`src/rtl/rr_req_gnt_arbiter_pkg.sv`:
```
// Shared types and constants for the round-robin request/grant arbiter.
package rr_arb_pkg;

  localparam int MAX_REQ   = 16;
  localparam int GAP_CNT_W = 4;

  typedef enum logic [1:0] {
    ST_IDLE  = 2'd0,
    ST_GRANT = 2'd1,
    ST_GAP   = 2'd2
  } arb_state_e;

endpackage

```
`src/rtl/rr_priority_pick.sv`:
```
// Combinational round-robin pick: first set bit of eligible_i at or above rr_ptr_i, wrapping.
module rr_priority_pick #(
  parameter int NUM_REQ = 4,
  parameter int ID_W    = $clog2(NUM_REQ)
) (
  input  logic [NUM_REQ-1:0] eligible_i,
  input  logic [ID_W-1:0]    rr_ptr_i,
  output logic               valid_o,
  output logic [ID_W-1:0]    pick_o
);

  localparam logic [ID_W:0] NREQ_W = (ID_W+1)'(NUM_REQ);

  logic [NUM_REQ-1:0] rot_w;
  logic [ID_W-1:0]    enc_w;
  logic [ID_W:0]      sum_w;

  // Rotate so rr_ptr_i lands at bit 0; the pointer never reaches NUM_REQ, so one wrap suffices.
  always_comb begin
    rot_w = '0;
    for (int i = 0; i < NUM_REQ; i++) begin
      int j;
      j = i + int'(rr_ptr_i);
      if (j >= NUM_REQ) j = j - NUM_REQ;
      rot_w[i] = eligible_i[j];
    end
  end

  always_comb begin
    enc_w = '0;
    for (int i = NUM_REQ-1; i >= 0; i--) begin
      if (rot_w[i]) enc_w = ID_W'(i);
    end
  end

  always_comb begin
    sum_w = {1'b0, enc_w} + {1'b0, rr_ptr_i};
    if (sum_w >= NREQ_W) sum_w = sum_w - NREQ_W;
  end

  assign valid_o = |eligible_i;
  assign pick_o  = sum_w[ID_W-1:0];

endmodule

```
`src/rtl/rr_req_gnt_arbiter.sv`:
```
// Round-robin arbiter with pulsed req/gnt handshake: latches request pulses as pending,
// answers with one-cycle one-hot grants separated by a fixed gnt-low gap.
module rr_req_gnt_arbiter
  import rr_arb_pkg::*;
#(
  parameter int NUM_REQ    = 4,
  parameter int GAP_CYCLES = 1,
  parameter int ID_W       = $clog2(NUM_REQ)
) (
  input  logic               clk_ip,
  input  logic               reset_ip,
  input  logic [NUM_REQ-1:0] req_ip,
  output logic [NUM_REQ-1:0] gnt_op,
  output logic [ID_W-1:0]    gnt_id_op,
  output logic               busy_op,
  output logic [NUM_REQ-1:0] pending_op,
  output logic               dup_req_op
);

  if (NUM_REQ < 2 || NUM_REQ > MAX_REQ) begin : g_bad_num_req
    $error("rr_req_gnt_arbiter: NUM_REQ out of range");
  end
  if (GAP_CYCLES < 1 || GAP_CYCLES > (1 << GAP_CNT_W) - 1) begin : g_bad_gap
    $error("rr_req_gnt_arbiter: GAP_CYCLES out of range");
  end

  localparam logic [GAP_CNT_W-1:0] GAP_LOAD = GAP_CNT_W'(GAP_CYCLES - 1);
  localparam logic [ID_W-1:0]      LAST_IDX = ID_W'(NUM_REQ - 1);

  arb_state_e             state_q, state_d;
  logic [NUM_REQ-1:0]     gnt_q, gnt_d;
  logic [ID_W-1:0]        gnt_id_q, gnt_id_d;
  logic [ID_W-1:0]        ptr_q, ptr_d;
  logic [GAP_CNT_W-1:0]   cnt_q, cnt_d;
  logic [NUM_REQ-1:0]     pend_q, pend_d;
  logic                   dup_q, dup_d;

  logic                   pick_vld;
  logic [ID_W-1:0]        pick_idx;
  logic [NUM_REQ-1:0]     pick_onehot;
  logic [ID_W-1:0]        pick_next_ptr;
  logic                   issue;

  // A request is eligible in its own arrival cycle, not only once latched.
  rr_priority_pick #(
    .NUM_REQ (NUM_REQ),
    .ID_W    (ID_W)
  ) u_pick (
    .eligible_i (pend_q | req_ip),
    .rr_ptr_i   (ptr_q),
    .valid_o    (pick_vld),
    .pick_o     (pick_idx)
  );

  assign pick_onehot   = NUM_REQ'(1) << pick_idx;
  assign pick_next_ptr = (pick_idx == LAST_IDX) ? '0 : pick_idx + 1'b1;

  always_comb begin
    state_d  = state_q;
    gnt_d    = '0;
    gnt_id_d = gnt_id_q;
    ptr_d    = ptr_q;
    cnt_d    = cnt_q;
    pend_d   = pend_q | req_ip;
    dup_d    = dup_q | (|(req_ip & pend_q));
    issue    = 1'b0;

    unique case (state_q)
      ST_IDLE: begin
        if (pick_vld) issue = 1'b1;
      end
      ST_GRANT: begin
        cnt_d   = GAP_LOAD;
        state_d = ST_GAP;
      end
      ST_GAP: begin
        if (cnt_q == '0) begin
          if (pick_vld) issue = 1'b1;
          else          state_d = ST_IDLE;
        end else begin
          cnt_d = cnt_q - 1'b1;
        end
      end
      default: state_d = ST_IDLE;
    endcase

    // The request consumed by this grant is the one seen now; a later pulse re-arms pending.
    if (issue) begin
      state_d  = ST_GRANT;
      gnt_d    = pick_onehot;
      gnt_id_d = pick_idx;
      ptr_d    = pick_next_ptr;
      pend_d   = pend_d & ~pick_onehot;
    end
  end

  always_ff @(posedge clk_ip) begin
    if (reset_ip) begin
      state_q  <= ST_IDLE;
      gnt_q    <= '0;
      gnt_id_q <= '0;
      ptr_q    <= '0;
      cnt_q    <= '0;
      pend_q   <= '0;
      dup_q    <= 1'b0;
    end else begin
      state_q  <= state_d;
      gnt_q    <= gnt_d;
      gnt_id_q <= gnt_id_d;
      ptr_q    <= ptr_d;
      cnt_q    <= cnt_d;
      pend_q   <= pend_d;
      dup_q    <= dup_d;
    end
  end

  assign gnt_op     = gnt_q;
  assign gnt_id_op  = gnt_id_q;
  assign busy_op    = (state_q == ST_GRANT) || (state_q == ST_GAP);
  assign pending_op = pend_q;
  assign dup_req_op = dup_q;

endmodule
```
`config.mk`:
```
export PLATFORM = sky130hd
export DESIGN_NAME = rr_req_gnt_arbiter
export DESIGN_NICKNAME = d
export VERILOG_FILES = /design/src/rtl/rr_req_gnt_arbiter_pkg.sv /design/src/rtl/rr_priority_pick.sv /design/src/rtl/rr_req_gnt_arbiter.sv
export SDC_FILE = /design/constraint.sdc
export NUM_CORES = 1
export LEC_CHECK = 0
export CELL_PAD_IN_SITES_DETAIL_PLACEMENT = 1
export CELL_PAD_IN_SITES_GLOBAL_PLACEMENT = 2
export CORE_MARGIN = 2
export CORE_UTILIZATION = 30
export CTS_CLUSTER_DIAMETER = 80
export CTS_CLUSTER_SIZE = 20
export DETAILED_ROUTE_END_ITERATION = 10
export PLACE_DENSITY_LB_ADDON = 0.25
export SLEW_MARGIN = 25
export SYNTH_ARGS = -nofsm -noshare
export SYNTH_HDL_FRONTEND = slang
export SYNTH_SLANG_ARGS = --single-unit
```
`constraint.sdc`:
```
create_clock -name clk_ip -period 2.5 [get_ports clk_ip]
set_clock_uncertainty 0.05 [all_clocks]
set_input_delay 0.25 -clock clk_ip [delete_from_list [all_inputs] [get_ports clk_ip]]
set_output_delay 0.25 -clock clk_ip [all_outputs]
set_load 0.1 [all_outputs]
```
Yosys cells after proc, flatten, opt, wreduce, memory -nomap -nowiden
Index checks and enable logic that the tools add are counted.
{"block": "classes", "add_sub_neg": 11, "order_cmp": 9, "n_eq_ne": 9, "n_shift": 1, "muxes": 32, "n_bitwise": 7, "reduce_logical": 11}
{"cell": "$lt A32 B4 Y1 const B", "n": 4}
{"cell": "$mux W32", "n": 4}
{"cell": "$ge A32 B4 Y1 const B", "n": 3}
{"cell": "$sub A32 B4 Y32 const B", "n": 3}
{"cell": "$mux W2", "n": 8}
{"cell": "$mux W1", "n": 11}
{"cell": "$and A4 B4 Y4", "n": 2}
{"cell": "$bmux W1 S2", "n": 4}
{"cell": "$mux W4", "n": 2}
{"cell": "$ne A2 B2 Y1 const B", "n": 4}
{"cell": "$pmux W4 S2", "n": 1}
{"cell": "$reduce_or A4 Y1", "n": 2}
{"cell": "$add A2 B2 Y3 const A", "n": 2}
{"cell": "$ne A3 B3 Y1 const B", "n": 2}
{"cell": "$pmux W2 S3", "n": 1}
{"cell": "$reduce_and A3 Y1", "n": 2}
{"cell": "$eq A2 B2 Y1 const B", "n": 2}
{"cell": "$logic_not A4 Y1", "n": 1}
{"cell": "$not A4 Y4", "n": 1}
{"cell": "$or A4 B4 Y4", "n": 1}
{"cell": "$reduce_or A2 Y1", "n": 2}
{"cell": "$shl A1 B2 Y4 const A", "n": 1}
{"cell": "$sub A2 B3 Y4 const B", "n": 1}
{"cell": "$sub A4 B1 Y4 const B", "n": 1}
{"cell": "other kinds (14)", "n": 15}
{"block": "totals", "regBits": 19, "in_bits": 6, "out_inout_bits": 12, "wordCells": 88}

Logic depth before layout (Yosys ltp)
Gate-level depths: netlist (run 1).
{"block": "logic_depth", "depth_word": 17, "depth_mapped": 10, "mapped_depth_nobuf": 10}

Modules after synthesis
A second synthesis (run 1) with hierarchy kept.
{"block": "hier_totals", "hier_cells": 124, "area_unflattened_um2": 1074.8}
{"module": "rr_req_gnt_arbiter", "n_inst": 1, "cells_per_inst": 97, "area_per_inst_um2": 893.4, "seq_area_each_um2": 380.4}
{"module": "rr_priority_pick", "n_inst": 1, "cells_per_inst": 27, "area_per_inst_um2": 181.4, "seq_area_each_um2": 0.0}

Least setup slack after synthesis (run 1)
No wires, ideal clock.
{"block": "synth_timing", "path_type": "reg2reg", "start": "reg pend_q[1], in the netlist pending_op[1]", "end": "reg ptr_q[1]", "setup_ns": 0.086, "t_arrival_ns": 2.764, "required_ns": 2.364, "path_slack_ns": -0.399, "path_stages_with_launch": 10, "n_path_buf": 0, "period_less_slack_ns": 2.899, "path_cell_list": "dfxtp_1 > nor2_1 > a311oi_1 > o211ai_1 > ha_1 > xnor2_1 > xnor2_2 > inv_2 > ha_1 > a211oi_1"}
{"block": "synth_via", "elab_chain_cells": 13, "word_cells_on_any_way": 28, "classes_between": "3 x add/sub; 1 x order compare; 1 x eq/ne; 21 x mux; 1 x bitwise; 1 x reduce/logical"}
{"element": "start, declared", "line": "rr_req_gnt_arbiter.sv:35", "rtl": "logic [NUM_REQ-1:0] pend_q, pend_d;"}
{"element": "start signal, assigned", "line": "rr_req_gnt_arbiter.sv:112", "rtl": "pend_q <= pend_d;"}
{"element": "$or A4 B4 Y4 (*)", "line": "rr_req_gnt_arbiter.sv:49", "rtl": ".eligible_i (pend_q | req_ip),"}
{"element": "$bmux W1 S2", "line": "rr_priority_pick.sv:25", "rtl": "rot_w[i] = eligible_i[j];"}
{"element": "$mux W1 (not written as such) (2 in series)", "line": "rr_priority_pick.sv:25"}
{"element": "$mux W2 (4 in series)", "line": "rr_priority_pick.sv:32", "rtl": "if (rot_w[i]) enc_w = ID_W'(i);"}
{"element": "$add A2 B2 Y3", "line": "rr_priority_pick.sv:37", "rtl": "sum_w = {1'b0, enc_w} + {1'b0, rr_ptr_i};"}
{"element": "$ge A3 B3 Y1 or $sub A2 B1 Y2 (tied branches)", "line": "rr_priority_pick.sv:38", "rtl": "if (sum_w >= NREQ_W) sum_w = sum_w - NREQ_W;"}
{"element": "$mux W2", "line": "rr_priority_pick.sv:38"}
{"element": "$add A2 B1 Y2 or $eq A2 B2 Y1 (tied branches)", "line": "rr_req_gnt_arbiter.sv:56", "rtl": "assign pick_next_ptr = (pick_idx == LAST_IDX) ? '0 : pick_idx + 1'b1;"}
{"element": "$mux W2", "line": "rr_req_gnt_arbiter.sv:56"}
{"element": "end signal, assigned", "line": "rr_req_gnt_arbiter.sv:110", "rtl": "ptr_q <= ptr_d;"}
{"element": "end, declared", "line": "rr_req_gnt_arbiter.sv:33", "rtl": "logic [ID_W-1:0] ptr_q, ptr_d;"}
Mark *: on every way between the ends. The rest lies on a longest branch, timed or not. The select of a mux whose other input is x is not followed.
A chain may end at the register's enable or synchronous reset.

Final worst setup path (run 1)
{"block": "layout_timing", "start": "in req_ip[2]", "end": "reg ptr_q[1]"}
{"block": "layout_via", "elab_chain_cells": 13, "word_cells_on_any_way": 28, "classes_between": "3 x add/sub; 1 x order compare; 1 x eq/ne; 21 x mux; 1 x bitwise; 1 x reduce/logical"}
{"element": "start, declared", "line": "rr_req_gnt_arbiter.sv:12", "rtl": "input logic [NUM_REQ-1:0] req_ip,"}
{"element": "$or A4 B4 Y4 (*)", "line": "rr_req_gnt_arbiter.sv:49"}
{"element": "$bmux W1 S2", "line": "rr_priority_pick.sv:25"}
{"element": "$mux W1 (not written as such) (2 in series)", "line": "rr_priority_pick.sv:25"}
{"element": "$mux W2 (4 in series)", "line": "rr_priority_pick.sv:32"}
{"element": "$add A2 B2 Y3", "line": "rr_priority_pick.sv:37"}
{"element": "$ge A3 B3 Y1 or $sub A2 B1 Y2 (tied branches)", "line": "rr_priority_pick.sv:38"}
{"element": "$mux W2", "line": "rr_priority_pick.sv:38"}
{"element": "$add A2 B1 Y2 or $eq A2 B2 Y1 (tied branches)", "line": "rr_req_gnt_arbiter.sv:56"}
{"element": "$mux W2", "line": "rr_req_gnt_arbiter.sv:56"}
Marks and branches as above.

==> impl_metrics.yaml, run 1 <==
hold_path:
  hold_class: "register to register"
  holdPathStages: 2
detailed_routing:
  via_per_inst: 4.95
  wl_per_cell_um: 14.2
  wl_met3_um: 123
  drtIter0Drc: 60
  top_layer_used: "met4"
  wl_met2_um: 1270
  vias: 950
  drt-total-wl_um: 2740
  drt-met1-wl_um: 1330
  drc: 0
  ant_nets: 0
  drt-pass1-iter-count: 4
critical_path:
  cpMostUsedCell: "ha_1"
  path_max_fanout: 3
  cpPeakStageDelay_ns: 0.43
  cp.arrival_ns: 2.54
  r2r_cells: 9
  critPathKind: "primary input to register"
  cp_slowest_cell: "clkdlybuf4s50_1"
  cp-end-kind: "register"
  cp-start-kind: "primary input"
  worstPathRequired_ns: 2.67
  crit_chain: "clkdlybuf4s50_1, or2_4, o311a_1, o211ai_1, ha_1, xnor2_1, xnor2_2, inv_2, ha_1, a211oi_1"
sta:
  finalHoldViolCount: 0
  maxSlewViolCount: 0
  fmaxAchievable_ghz: 0.420
  setup_violations: 0
  hold_slack_ns: 0.436
  fin_ws_ns: 0.122
  finalCritPeriodShare_pct: 95.1
  tightestPinTransition_ns: 0.442
  slew_headroom_pct: 70.5
  min_period_ns: 2.38
  rsz0062_at_grt: "no"
global_route:
  overflow: 0
  antenna_found_initial: 0
  grt_pass1_wl_um: 4830
  grt_pass1_vias: 994
  grt_util_all_layers_pct: 15.2
  grt_max_degree: 12
yosys:
  yosys.area.top_type: "dfxtp_1"
  synth_area_leaders: "dfxtp_1 37%, ha_1 9.9%, nor2_1 5.9%, a311oi_1 3.4%, nor3_1 3.4%"
  synthArstFlopShare_pct: 0
  ys_warn_count: 0
  syn_area_um2: 1020
  yosys-top-cells-count: "19 x dfxtp_1, 16 x nor2_1, 8 x ha_1, 8 x nand2_1, 7 x nor3_1"
  syn-num-nets: 129
  synth.distinct_cells: 37
  synth-seq-cells: 19
  synth_edf_count: 0
  syn_avg_cell_area_um2: 8.83
  synth_cells: 115
  synth-seq-area-share_pct: 37.4
  yosysMostFrequentCell: "dfxtp_1"
  synthFlopType: "dfxtp_1"
  yosysTopAreaCellShare_pct: 37.4
clock_network:
  clockBufferDepth: 2
  clock-sinks: 19
  ctsHoldBuffers: 0
  clk_latency_ns: 0.29
  tritoncts: "done"
  cts_buffers: 3
  cts_resized: 0
  cts_root_buf: "clkbuf_4"
  clk_pin_slew_ns: 0.10
  cts_max_level: 1
  cts_setup_buffers: 0
power:
  leakage_nw: 0.558
  power.density_nw_per_um2: 1350
  vdd.ir_drop.worst_mv: 0.728
floorplanning:
  die_area_um2: 3870
  rows: 21
  die_width_um: 62.2
  core_um2: 3280
  start_util_pct: 30.9
  pin_count: 18
  die_y_um: 62.2
place:
  dp.final_hpwl_um: 2120
  placed_cells: 188
  place_ws_ns: -0.178
  gp_congestion: 0.808
  io_buffer_count: 17
layout:
  n_antenna_cell: 0
  drive_gt1_share_pct: 28.1
  syn_to_final_growth_pct: 30.3
  layout.nets: 161
  stdcell_count: 192
run:
  drv_cap: 0
outcome:
  status: "finished, final reports clean"
## sequential cells by signal, summed over array words and instances, names as in the netlist
signal and cells:
cnt_q 4, gnt_op 4, ptr_q 2, state_q 2
gnt_id_op 2, dup_req_op 1, pending_op 4
## critical path: cells and delay by family
kind,cells,cell delay [ns]
adder cells (fa/ha/maj),2,0.48
buffers and inverters,2,0.49
AND/OR/NAND/NOR,1,0.27
AO/OA/AOI/OAI,3,0.74
XOR/XNOR,2,0.32
## per-stage QoR
step | power (mW) | utilization [%] | instance area, um^2 | setup TNS [ns]
global placement | 1.62 | 39.5 | 1300 | -0.454
CTS | 1.81 | 40.3 | 1320 | 0
floorplan | 1.32 | - | 1030 | 0
finish | 1.79 | 40.3 | 1320 | 0
detailed placement | 1.65 | 39.5 | 1300 | -0.762
global route | 1.91 | 40.3 | 1320 | 0
## final timing paths
path         slack [ns]                       from                        end
max                0.12                  req_ip[2]      ptr_q[1]$_SDFFE_PP0P_
min                0.44  gnt_id_op[0]$_SDFFE_PP0P_  gnt_id_op[0]$_SDFFE_PP0P_
max reg2reg        0.19   pending_op[2]$_SDFF_PP0_      ptr_q[1]$_SDFFE_PP0P_
min reg2reg        0.44  gnt_id_op[0]$_SDFFE_PP0P_  gnt_id_op[0]$_SDFFE_PP0P_
## cell families (layout without fill, tap and decap cells)
family | count (synthesis) | after routing | synth area share, %
compound gates | 27 | 27 | 20.0
fa+ha+maj | 8 | 8 | 9.85
buf+inv | 11 | 42 | 6.03
xor+xnor | 4 | 4 | 4.19
mux | 2 | 2 | 1.97
simple gates | 44 | 44 | 20.6
flops | 19 | 19 | 37.4
## routing by layer
metal	up-vias	GRT usage, %
met5	-	0
met1	448	18.8
met2	22	25.8
met4	0	5.00
li1	478	-
met3	2	3.80
## layout by cell type, fill, tap and decap left out
cell	instances
o31ai_1	1
buf_4	27
xnor2_2	1
clkbuf_4	3
o211ai_1	1
a2bb2oi_1	1
nor2_2	1
o311ai_0	2
xnor2_1	2
inv_2	1
clkbuf_1	1
xor2_1	1
nor2b_1	1
a22oi_2	1
a211oi_1	4
dfxtp_1	15
and2_1	3
clkdlybuf4s50_1	5
nor3_1	7
o22ai_1	1
nor2_1	16
a21oi_1	6
o21ai_1	2
o311a_1	1
dfxtp_4	2
or2_4	2
dfxtp_2	2
nand2_1	8
a222oi_1	1
a31o_2	1
mux2i_1	2
ha_1	8
or3_1	1
nand4_1	2
nor4_1	1
inv_1	5
nand3_1	2
a211o_1	1
a311oi_1	4
## report_power, final
| group | total, mW | internal (mW) | switching, mW |
|---|---|---|---|
| Sequential | 0.473 | 0.394 | 0.0789 |
| Clock | 0.151 | 0.0620 | 0.0891 |
| Combinational | 1.17 | 0.358 | 0.810 |
| Total | 1.79 | 0.814 | 0.978 |
## final cells by class
| type | count | area [um^2] |
|---|---|---|
| clock buffers | 4 | 26.3 |
| fillers | 419 | 1960 |
| inverters | 6 | 22.5 |
| multi-input cells | 85 | 574 |
| flip-flops and latches | 19 | 390 |
| well taps | 46 | 57.6 |
| repair buffers | 32 | 253 |
(Power assumes the default switching activity.)
==> run 2, diff against run 1 <==
--- a/config.mk
+++ b/config.mk
@@ -8,11 +8,12 @@
 export CELL_PAD_IN_SITES_DETAIL_PLACEMENT = 1
 export CELL_PAD_IN_SITES_GLOBAL_PLACEMENT = 2
 export CORE_MARGIN = 2
-export CORE_UTILIZATION = 30
+export CORE_UTILIZATION = 33
 export CTS_CLUSTER_DIAMETER = 80
 export CTS_CLUSTER_SIZE = 20
 export DETAILED_ROUTE_END_ITERATION = 10
 export PLACE_DENSITY_LB_ADDON = 0.25
+export SKIP_LAST_GASP = 1
 export SLEW_MARGIN = 25
 export SYNTH_ARGS = -nofsm -noshare
 export SYNTH_HDL_FRONTEND = slang
==> constraint.sdc (replaced) <==
create_clock -name clk_ip -period 2.8 [get_ports clk_ip]
set_clock_uncertainty 0.05 [all_clocks]
set_input_delay 0.28 -clock clk_ip [delete_from_list [all_inputs] [get_ports clk_ip]]
set_output_delay 0.28 -clock clk_ip [all_outputs]
set_load 0.1 [all_outputs]
==> impl_metrics.yaml, run 2 (synthesis gave the netlist of run 1 again) <==
layout:
  utilization_pct: 42.0
  stdcell_count: 172
  layout.nets: 154
  syn_to_final_growth_pct: 23.0
  fin_area_um2: 1250
  area.sequential_um2: 384
  fill_cells: 371
  layout_common_cells: "20 x buf_4, 16 x nor2_1, 16 x dfxtp_1"
  multi_input_area_um2: 574
  drive_gt1_share_pct: 24.5
  final_common_cell: "buf_4"
  n_antenna_cell: 0
sta:
  tightestPinTransition_ns: 0.428
  slew_headroom_pct: 71.4
  finalCritPeriodShare_pct: 87.7
  fmaxAchievable_ghz: 0.407
  finalHoldViolCount: 0
  hold_slack_ns: 0.420
  rsz0062_at_grt: "no"
  fin_ws_ns: 0.345
  maxSlewViolCount: 0
  fin_setup_tns_ns: 0
  setup_violations: 0
  min_period_ns: 2.45
detailed_routing:
  drtIter0Drc: 51
  drt-pass1-iter-count: 4
  wl_per_cell_um: 13.7
  vias: 892
  drt-total-wl_um: 2350
  ant_nets: 0
  drc: 0
  via_per_inst: 5.19
floorplanning:
  rows: 20
  die_y_um: 59.5
  die_area_um2: 3540
  die_width_um: 59.5
  core_um2: 2980
  start_util_pct: 34.1
  pin_count: 18
power:
  leakage_nw: 0.526
  p_total_mw: 1.54
  power.density_nw_per_um2: 1230
  p_clk_share_pct: 8.9
  comb_power_share_pct: 63.9
  sequentialPowerShare_pct: 27.1
  switchingPower_mw: 0.847
  p_int_mw: 0.692
  vdd.ir_drop.worst_mv: 0.542
  p_sw_share_pct: 55.0
clock_network:
  tritoncts: "done"
  cts_resized: 0
  ctsHoldBuffers: 0
  clockBufferDepth: 2
  cts_max_level: 1
  clk_pin_slew_ns: 0.11
  cts_buffers: 3
  cts_setup_buffers: 0
  cts_root_buf: "clkbuf_4"
  clk_latency_ns: 0.29
  clock-sinks: 19
critical_path:
  cp_slowest_cell: "clkdlybuf4s50_1"
  cp.arrival_ns: 2.62
  cp-start-kind: "primary input"
  cp-end-kind: "register"
  path_max_fanout: 4
  cpMostUsedCell: "ha_1"
  worstPathRequired_ns: 2.97
  crit_chain: "clkdlybuf4s50_1, or2_4, o311a_1, o211ai_1, ha_1, xnor2_1, xnor2_2, inv_2, ha_1, a211oi_1"
  critPathKind: "primary input to register"
  cpPeakStageDelay_ns: 0.45
global_route:
  grt_pass1_vias: 910
  grt_pass1_wl_um: 4200
  grt_max_degree: 14
  overflow: 0
  grt_util_all_layers_pct: 15.5
  antenna_found_initial: 0
outcome:
  status: "finished, final reports clean"
place:
  place_area_um2: 1220
  place_ws_ns: 0.0445
  io_buffer_count: 17
  dp.final_hpwl_um: 1870
  placed_cells: 168
  gp_congestion: 0.775
run:
  drv_cap: 0
hold_path:
  hold_class: "register to register"
## run 2: area by class of cell
type	count	share of cell area, %
tap	33	3.30
timing repair buffer	25	16.0
sequential	19	30.7
multi-input combinational	85	45.9
clock inverter	1	0.400
inverter	6	1.80
clock buffer	3	1.80
## run 2: worst max-delay path, delay by kind of cell
family                     cells  cell delay, ns
AOI/OAI and AO/OA              3            0.76
xor gates and xnor gates       2            0.32
adders and majority gates      2            0.48
buffers and inverters          2            0.50
and+or+nand+nor                1            0.29
## run 2: per-layer routing
layer / up-vias / global-route usage [%] / wire, um
met3: 2 / 2.62 / 82
met1: 415 / 21.1 / 1170
met4: 0 / 5.19 / 21
li1: 460 / - / -
met5: - / 0 / 0
met2: 15 / 24.8 / 1080
## run 2: final timing paths
kind / depth (start not counted) / endpoint / slack (ns) / startpoint
worst max register to register: 9 / ptr_q[1]$_SDFFE_PP0P_ / 0.44 / ptr_q[0]$_SDFFE_PP0P_
worst max-delay path: 10 / ptr_q[1]$_SDFFE_PP0P_ / 0.35 / req_ip[2]
worst min-delay path: 2 / gnt_id_op[0]$_SDFFE_PP0P_ / 0.42 / gnt_id_op[0]$_SDFFE_PP0P_
worst min register to register: 2 / gnt_id_op[0]$_SDFFE_PP0P_ / 0.42 / gnt_id_op[0]$_SDFFE_PP0P_
## run 2: power groups by stage
| stage | combinational [mW] | clock, mW | sequential [mW] |
|---|---|---|---|
| 2_1_floorplan | 0.364 | 0 | 0.812 |
| 3_3_place_gp | 0.987 | 0 | 0.420 |
| 3_5_place_dp | 0.991 | 0 | 0.423 |
| 4_1_cts | 0.994 | 0.150 | 0.417 |
| 5_1_grt | 1.06 | 0.159 | 0.430 |
| 6_report | 0.983 | 0.138 | 0.418 |
